**config.mk**
```make
export PLATFORM = sky130hd
export DESIGN_NAME = bcd_updown_counter_chain
export DESIGN_NICKNAME = d
export VERILOG_FILES = /design/src/rtl/bcd_counter_pkg.sv /design/src/rtl/mod_digit_cell.sv /design/src/rtl/bcd_updown_counter_chain.sv
export SDC_FILE = /design/constraint.sdc
export NUM_CORES = 1
export LEC_CHECK = 0
export CAP_MARGIN = 15
export CORE_MARGIN = 8
export CORE_UTILIZATION = 49
export CTS_CLUSTER_DIAMETER = 200
export DETAILED_ROUTE_END_ITERATION = 10
export PLACE_DENSITY = 0.83
export SLEW_MARGIN = 10
export SYNTH_ARGS = -nofsm -noshare
export SYNTH_HDL_FRONTEND = slang
export SYNTH_SLANG_ARGS = --single-unit
```
**constraint.sdc**
```tcl
create_clock -name clk -period 2.46 [get_ports clk]
set_clock_uncertainty 0.1 [all_clocks]
set_input_delay 0.492 -clock clk [delete_from_list [all_inputs] [get_ports clk]]
set_output_delay 0.492 -clock clk [all_outputs]
set_load 0.02 [all_outputs]
```
**src/rtl/bcd_counter_pkg.sv**
```systemverilog
// -----------------------------------------------------------------------------
// bcd_counter_pkg
// Shared definitions for the cascaded modulo/BCD up/down counter chain.
//   digit_width(mod) : bits needed to hold one digit counting 0..mod-1
//                      (never less than 1).
//   DIR_UP/DIR_DOWN  : encoding of the 'up' direction input.
// -----------------------------------------------------------------------------
package bcd_counter_pkg;

    localparam logic DIR_UP   = 1'b1;
    localparam logic DIR_DOWN = 1'b0;

    function automatic int digit_width(input int mod);
        return (mod <= 2) ? 1 : $clog2(mod);
    endfunction

endpackage

```
**src/rtl/mod_digit_cell.sv**
```systemverilog
// -----------------------------------------------------------------------------
// mod_digit_cell
// One digit of the counter chain: a modulo-MOD up/down counter that loads,
// steps or holds. Load values at or above MOD are clamped to MOD-1.
//
// Ports:
//   clk   in      rising-edge clock
//   clr   in      synchronous active-low reset (digit -> 0)
//   step  in      advance one position in direction 'up' (wraps at the ends)
//   load  in      parallel load of d (takes priority over step)
//   up    in      direction, DIR_UP / DIR_DOWN
//   d     in  DW  load value
//   q     out DW  registered digit value
//   term  out     digit sits at its terminal value for the current direction
//                 (MOD-1 when counting up, 0 when counting down)
// -----------------------------------------------------------------------------
module mod_digit_cell
    import bcd_counter_pkg::*;
#(
    parameter int MOD = 10,
    parameter int DW  = 4
) (
    input  logic          clk,
    input  logic          clr,
    input  logic          step,
    input  logic          load,
    input  logic          up,
    input  logic [DW-1:0] d,
    output logic [DW-1:0] q,
    output logic          term
);

    localparam logic [DW-1:0] MAX_VAL = DW'(MOD - 1);
    // One extra bit so MOD=2**DW (e.g. 16) is representable in the compare.
    localparam logic [DW:0]   MOD_EXT = (DW + 1)'(MOD);

    logic [DW-1:0] q_q;
    logic [DW-1:0] q_d;
    logic [DW-1:0] d_clamped;

    always_comb begin
        d_clamped = ({1'b0, d} >= MOD_EXT) ? MAX_VAL : d;
        q_d       = q_q;
        if (load) begin
            q_d = d_clamped;
        end else if (step) begin
            if (up == DIR_UP) begin
                q_d = (q_q == MAX_VAL) ? '0 : q_q + 1'b1;
            end else begin
                q_d = (q_q == '0) ? MAX_VAL : q_q - 1'b1;
            end
        end
    end

    always_ff @(posedge clk) begin
        if (!clr) begin
            q_q <= '0;
        end else begin
            q_q <= q_d;
        end
    end

    assign q    = q_q;
    assign term = (up == DIR_UP) ? (q_q == MAX_VAL) : (q_q == '0);

endmodule

```
**src/rtl/bcd_updown_counter_chain.sv**
```systemverilog
// -----------------------------------------------------------------------------
// bcd_updown_counter_chain
// DIGITS cascaded modulo-MOD up/down digits (BCD when MOD=10). Digit i steps
// only when every lower digit is terminal, so all digits move on the same
// edge without any binary carry between digit fields.
//
// Configuration:
//   BCD_CHAIN_SATURATE_EN  defined   -> a counting edge with Co=1 holds Q
//                                       (saturates) instead of wrapping.
//                          undefined -> full-chain wrap-around.
//
// Ports:
//   clk     in               rising-edge clock
//   clr     in               synchronous active-low reset (Q=0, ovf=0)
//   enable  in               count/load qualifier
//   load    in               parallel load request (only with enable=1)
//   up      in               1 = count up, 0 = count down
//   D       in  DIGITS*DW    load value, digit i = D[i*DW +: DW]
//   Q       out DIGITS*DW    registered count, same packing as D
//   Co      out              combinational terminal count for cascading
//   ovf     out              registered sticky overflow/underflow flag
// -----------------------------------------------------------------------------
module bcd_updown_counter_chain
    import bcd_counter_pkg::*;
#(
    parameter int  DIGITS = 2,
    parameter int  MOD    = 10,
    localparam int DW     = digit_width(MOD)
) (
    input  logic                 clk,
    input  logic                 clr,
    input  logic                 enable,
    input  logic                 load,
    input  logic                 up,
    input  logic [DIGITS*DW-1:0] D,
    output logic [DIGITS*DW-1:0] Q,
    output logic                 Co,
    output logic                 ovf
);

    logic [DIGITS-1:0] term;
    logic [DIGITS-1:0] lower_term;  // all digits below i are terminal
    logic [DIGITS-1:0] step;
    logic              all_term;
    logic              count_en;
    logic              load_en;
    logic              ovf_q;
    logic              ovf_d;

    assign load_en  = enable & load;
    assign count_en = enable & ~load;

    // Ripple-enable chain, evaluated as a prefix AND of the digit terms.
    always_comb begin
        logic lower;
        lower      = 1'b1;
        lower_term = '0;
        for (int i = 0; i < DIGITS; i++) begin
            lower_term[i] = lower;
            lower         = lower & term[i];
        end
        all_term = lower;
    end

    assign Co = enable & all_term;

    always_comb begin
        for (int i = 0; i < DIGITS; i++) begin
`ifdef BCD_CHAIN_SATURATE_EN
            // At the chain's terminal count nothing moves: saturate.
            step[i] = count_en & lower_term[i] & ~all_term;
`else
            step[i] = count_en & lower_term[i];
`endif
        end
    end

    for (genvar g = 0; g < DIGITS; g++) begin : g_digit
        mod_digit_cell #(
            .MOD (MOD),
            .DW  (DW)
        ) u_cell (
            .clk  (clk),
            .clr  (clr),
            .step (step[g]),
            .load (load_en),
            .up   (up),
            .d    (D[g*DW +: DW]),
            .q    (Q[g*DW +: DW]),
            .term (term[g])
        );
    end

    // Sticky flag: set by a counting edge at the terminal count, cleared by
    // load (here) or by clr (in the register).
    always_comb begin
        ovf_d = ovf_q;
        if (load_en) begin
            ovf_d = 1'b0;
        end else if (count_en && all_term) begin
            ovf_d = 1'b1;
        end
    end

    always_ff @(posedge clk) begin
        if (!clr) begin
            ovf_q <= 1'b0;
        end else begin
            ovf_q <= ovf_d;
        end
    end

    assign ovf = ovf_q;

endmodule
```
; ---- After elaboration in Yosys (flattened, before gate mapping)
; Cells that the tools add are included.
[word_totals]
ff_bits = 9
latch_bits = 0
mem_bits_rw = 0
rom_bits = 0
word_cells = 38
mem_count = 0
[op_classes]
add_sub_neg = 4
n_mul = 0
div_mod_pow = 0
order_cmp = 2
n_eq_ne = 2
shifts = 0
n_mux = 14
n_bitwise = 7
n_reduce_logical = 6
[op_table]
columns = op, n
row1 = 4-bit 2-to-1 mux, 12
row2 = 4-bit by 1-bit adder with 4-bit output (second input constant), 2
row3 = 4-bit == test (second input constant), 2
row4 = 4-bit greater-or-equal comparator (second input constant), 2
row5 = 4-bit zero test, 2
row6 = 4-bit by 1-bit subtractor with 4-bit output (second input constant), 2
row7 = 1-bit bitwise AND, 5
row8 = 2-bit nonzero test, 2
row9 = 1-bit 2-to-1 mux, 2
row10 = 1-bit NOT, 2
row11 = 2-bit OR reduction, 1
row12 = 1-bit logical AND, 1

; ---- Longest topological paths before layout
[logic_depth]
depth_word = 5
mapped_depth = 5
depth_no_buf = 4

; ---- Cells and area by module
; A second synthesis with hierarchy kept.
[unflattened]
hier_cells = 98
hier_area_um2 = 720.7
[by_module_without_submodules]
columns = mod, instances, cells_per_inst, area_each_um2, seq_area_each_um2
row1 = mod_digit_cell, 2, 45, 329.1, 80.1
row2 = bcd_updown_counter_chain, 1, 8, 62.6, 20.0

; ---- Worst setup path before layout
; Ideal clock, no wire load.
[synth_timing]
path_kind = input port to output port
from = in enable
to = out Co
t_arrival_ns = 1.774
required_ns = 1.868
path_slack_ns = 0.094
cell_stages = 4
n_path_buf = 1
path_cell_list = buf_4 > or3b_4 > a21o_4 > a211oi_1
[synth_via]
elab_chain_cells = 1
[synth_lines]
columns = item, line_no
row1 = from (decl), bcd_updown_counter_chain.sv:32  ; input logic enable,
row2 = 1-bit bitwise AND, bcd_updown_counter_chain.sv:65  ; assign Co = enable & all_term;
row3 = to (decl), bcd_updown_counter_chain.sv:37  ; output logic Co,
; No other way between the ends.

; ---- Final worst setup path
[layout_timing]
from = in up
to = out Co
[layout_via]
elab_chain_cells = 3
elab_cells_between_ends = 4
classes_between = mux: 2 / bitwise: 2
[layout_lines]
columns = item, line_no
row1 = from (decl), bcd_updown_counter_chain.sv:34  ; input logic up,
row2 = 1-bit 2-to-1 mux, mod_digit_cell.sv:64  ; assign term = (up == DIR_UP) ? (q_q == MAX_VAL) : (q_q == '0);
row3 = 1-bit bitwise AND (*), bcd_updown_counter_chain.sv:60  ; lower = lower & term[i];
row4 = 1-bit bitwise AND (*), bcd_updown_counter_chain.sv:65
; Mark *: on every way between the ends. The rest lies on a longest branch, timed or not.

==> impl_metrics.yaml <==
synthesis:
  synth_cells: 100
  synth_edf_count: 0
  syn_avg_cell_area_um2: 7.72
  ys_seq_elements: 9
  async_reset_ff_share_pct: 0
  seq_area_frac_synth_pct: 23.3
  syn-num-nets: 113
  synth-main-ff-cell: "dfxtp_1"
  syn_area_um2: 772
  ys_warn_count: 0
  synthDistinctLibCells: 41
sta:
  holdWs_ns: 0.362
  hold_viol_final: 0
  worst_slew_pin_slew_ns: 0.494
  fin_ws_ns: 0.0774
  slew_viol_final: 0
  fin_crit_sh_pct: 96.9
  rsz0062_at_grt: "no"
  fin_setup_tns_ns: 0
  fmax_mhz: 420
  setup_viol: 0
  fin_crit_ns: 2.38
  relSlewSlack_pct: 66.2
worst_setup_path:
  r2r-start: "g_digit[0].u_cell.q[1]"
  crit_arrival_ns: 1.79
  rrSetupSlack_ns: 0.58
  r2r_cells: 6
  cp-startpoint: "up"
  path_max_fanout: 2
  worstSetupPathType: "in -> out"
  cp-start-kind: "input port"
  r2r_end: "g_digit[1].u_cell.q[1]"
  cp-end-kind: "output port"
  required_ns: 1.87
worst_hold_path:
  worstHoldPathType: "reg -> reg"
  hold_depth: 2
  min-delay-start: "ovf"
  min_to: "ovf"
clock_tree:
  clk_pin_slew_ns: 0.06
  worstSkewPairLatency_ns: 0.25
  cts_tree: "built"
  cts-htree-levels: 1
  cts_hold_buffers: 0
  cts_max_path_buffers: 2
  cts_buffers: 3
  cts_root_buffer: "clkbuf_4"
  clock_sinks: 9
route:
  wl_met2_um: 1110
  ant_nets: 0
  via_count: 885
  wl_per_cell_um: 15.2
  routed_wl_um: 2300
  top_layer_used: "met4"
  drc: 0
  wl_met3_um: 97
  drt-vias-per-instance: 5.86
  met1_length_um: 1050
  drtIter0Drc: 43
  firstDrtPassIters: 4
die:
  die_w_um: 55.7
  initial_utilization_pct: 51.8
  core_um2: 1490
  rows: 14
  die-area_um2: 3100
  die_h_um: 55.7
  num_io_pins: 23
pwr:
  p_per_area_nw_per_um2: 426
  leakage_nw: 0.422
  ir_drop_uv: 371
  p_total_mw: 0.475
global_route:
  grt_pass1_wl_um: 3970
  antenna_found_initial: 0
  grt.overflow.total: 0
  grt_max_degree: 11
  grt_pass1_vias: 861
  grt_use_total_pct: 14.8
finish:
  final_cell_count_no_fill: 151
  nNetsFinal: 149
  n_fill_cell: 106
  diodes: 0
  area_growth_pct: 44.6
  drive_gt1_share_pct: 20.0
place:
  port_buffers: 22
  gp_congestion: 0.808
  placed_cells: 146
  dp_hpwl_um: 1810
  detailedPlace.worstSlack_ns: -0.536
run:
  maxCapViolCount: 0
run_status:
  status: "finished, final reports clean"
## synthesized netlist by cell type (3+ instances only)
library cell	n	area share [%]
buf_2	3	1.9
nor2b_1	3	2.4
nand3_1	6	3.9
nand2b_1	4	3.2
a21oi_1	6	3.9
dfxtp_1	9	23
o21ai_0	8	5.2
or3_1	3	2.4
nor2_1	6	2.9
inv_1	5	2.4
nand2_1	3	1.5
a31oi_1	3	2.4
## cells in the final DEF, fill, tap and decap left out, types with 2 or more instances in the layout
cell type,instances
and3_1,2
a221oi_1,2
inv_1,5
or3_4,2
buf_4,17
nand2_1,3
o31ai_1,2
nand3_1,6
mux2i_1,2
nand2b_1,4
a31oi_1,3
nor2_1,6
a21oi_1,6
xnor2_1,2
nor2b_1,3
clkbuf_4,3
or3_1,2
a311oi_1,2
dfxtp_1,9
and2_1,2
or2_0,2
o21ai_0,8
nand3b_1,2
clkdlybuf4s50_1,20
o22ai_1,2
## cells by family (layout without fill, tap and decap cells)
kind of cell / Yosys count / count (layout) / synth area share (%)
AO/OA/AOI/OAI: 35 / 35 / 31.9
XOR/XNOR: 3 / 3 / 3.40
buffers and inverters: 12 / 47 / 8.75
flip-flops: 9 / 9 / 23.3
multiplexers: 2 / 2 / 2.59
AND/OR/NAND/NOR: 39 / 39 / 30.0
## sequential cells by signal (all words and copies together) (netlist names)
register / cells
ovf: 1
g_digit.u_cell.q: 8
## layout make-up
cell class | instances | area, µm² | share of cell area (%)
multi-input cells | 79 | 534 | 47.9
inverters | 5 | 18.8 | 1.68
well taps | 16 | 20.0 | 1.79
repair buffers | 38 | 337 | 30.2
clock buffers | 4 | 26.3 | 2.35
flip-flops and latches | 9 | 180 | 16.1
## power breakdown
part / switching [mW] / leakage (nW) / internal, mW
Combinational: 0.0957 / 0.332 / 0.101
Sequential: 0.00840 / 0.0741 / 0.156
Clock: 0.0510 / 0.0150 / 0.0625
## routing by layer
layer  GRT usage [%]  vias up
li1                -      444
met1            18.8      412
met2            24.0       23
met3            2.28        6
met4            5.99        0
met5               0        -
## worst max-delay path: stages
cell	delay (ns)
clkdlybuf4s50_1	0.43
or3_4	0.34
a21o_4	0.23
a211oi_2	0.13
buf_4	0.17
## repair_timing
item / in CTS / in global routing
cloned: 0 / 0
resized for setup: 8 / 1
hold endpoints to repair: 0 / 0
endpoints found under the setup margin: 1 / 1
buffers inserted: 1 / 0
pin swaps: 0 / 1
## worst max-delay path by stage
stage	depth (start not counted)	to	slack (ns)
after floorplan	4	Co	0.09
after global placement	5	Co	-0.56
after detailed placement	5	Co	-0.54
after CTS	5	Co	0.02
after global routing	5	Co	0.004
final	5	Co	0.08
## stage by stage
stage / utilization [%] / area (µm²)
2_1_floorplan: - / 772
3_3_place_gp: 72.3 / 1080
3_5_place_dp: 72.3 / 1080
4_1_cts: 74.6 / 1110
5_1_grt: 75.0 / 1120
6_report: 75.0 / 1120
Power figures use the tool's default switching activity.
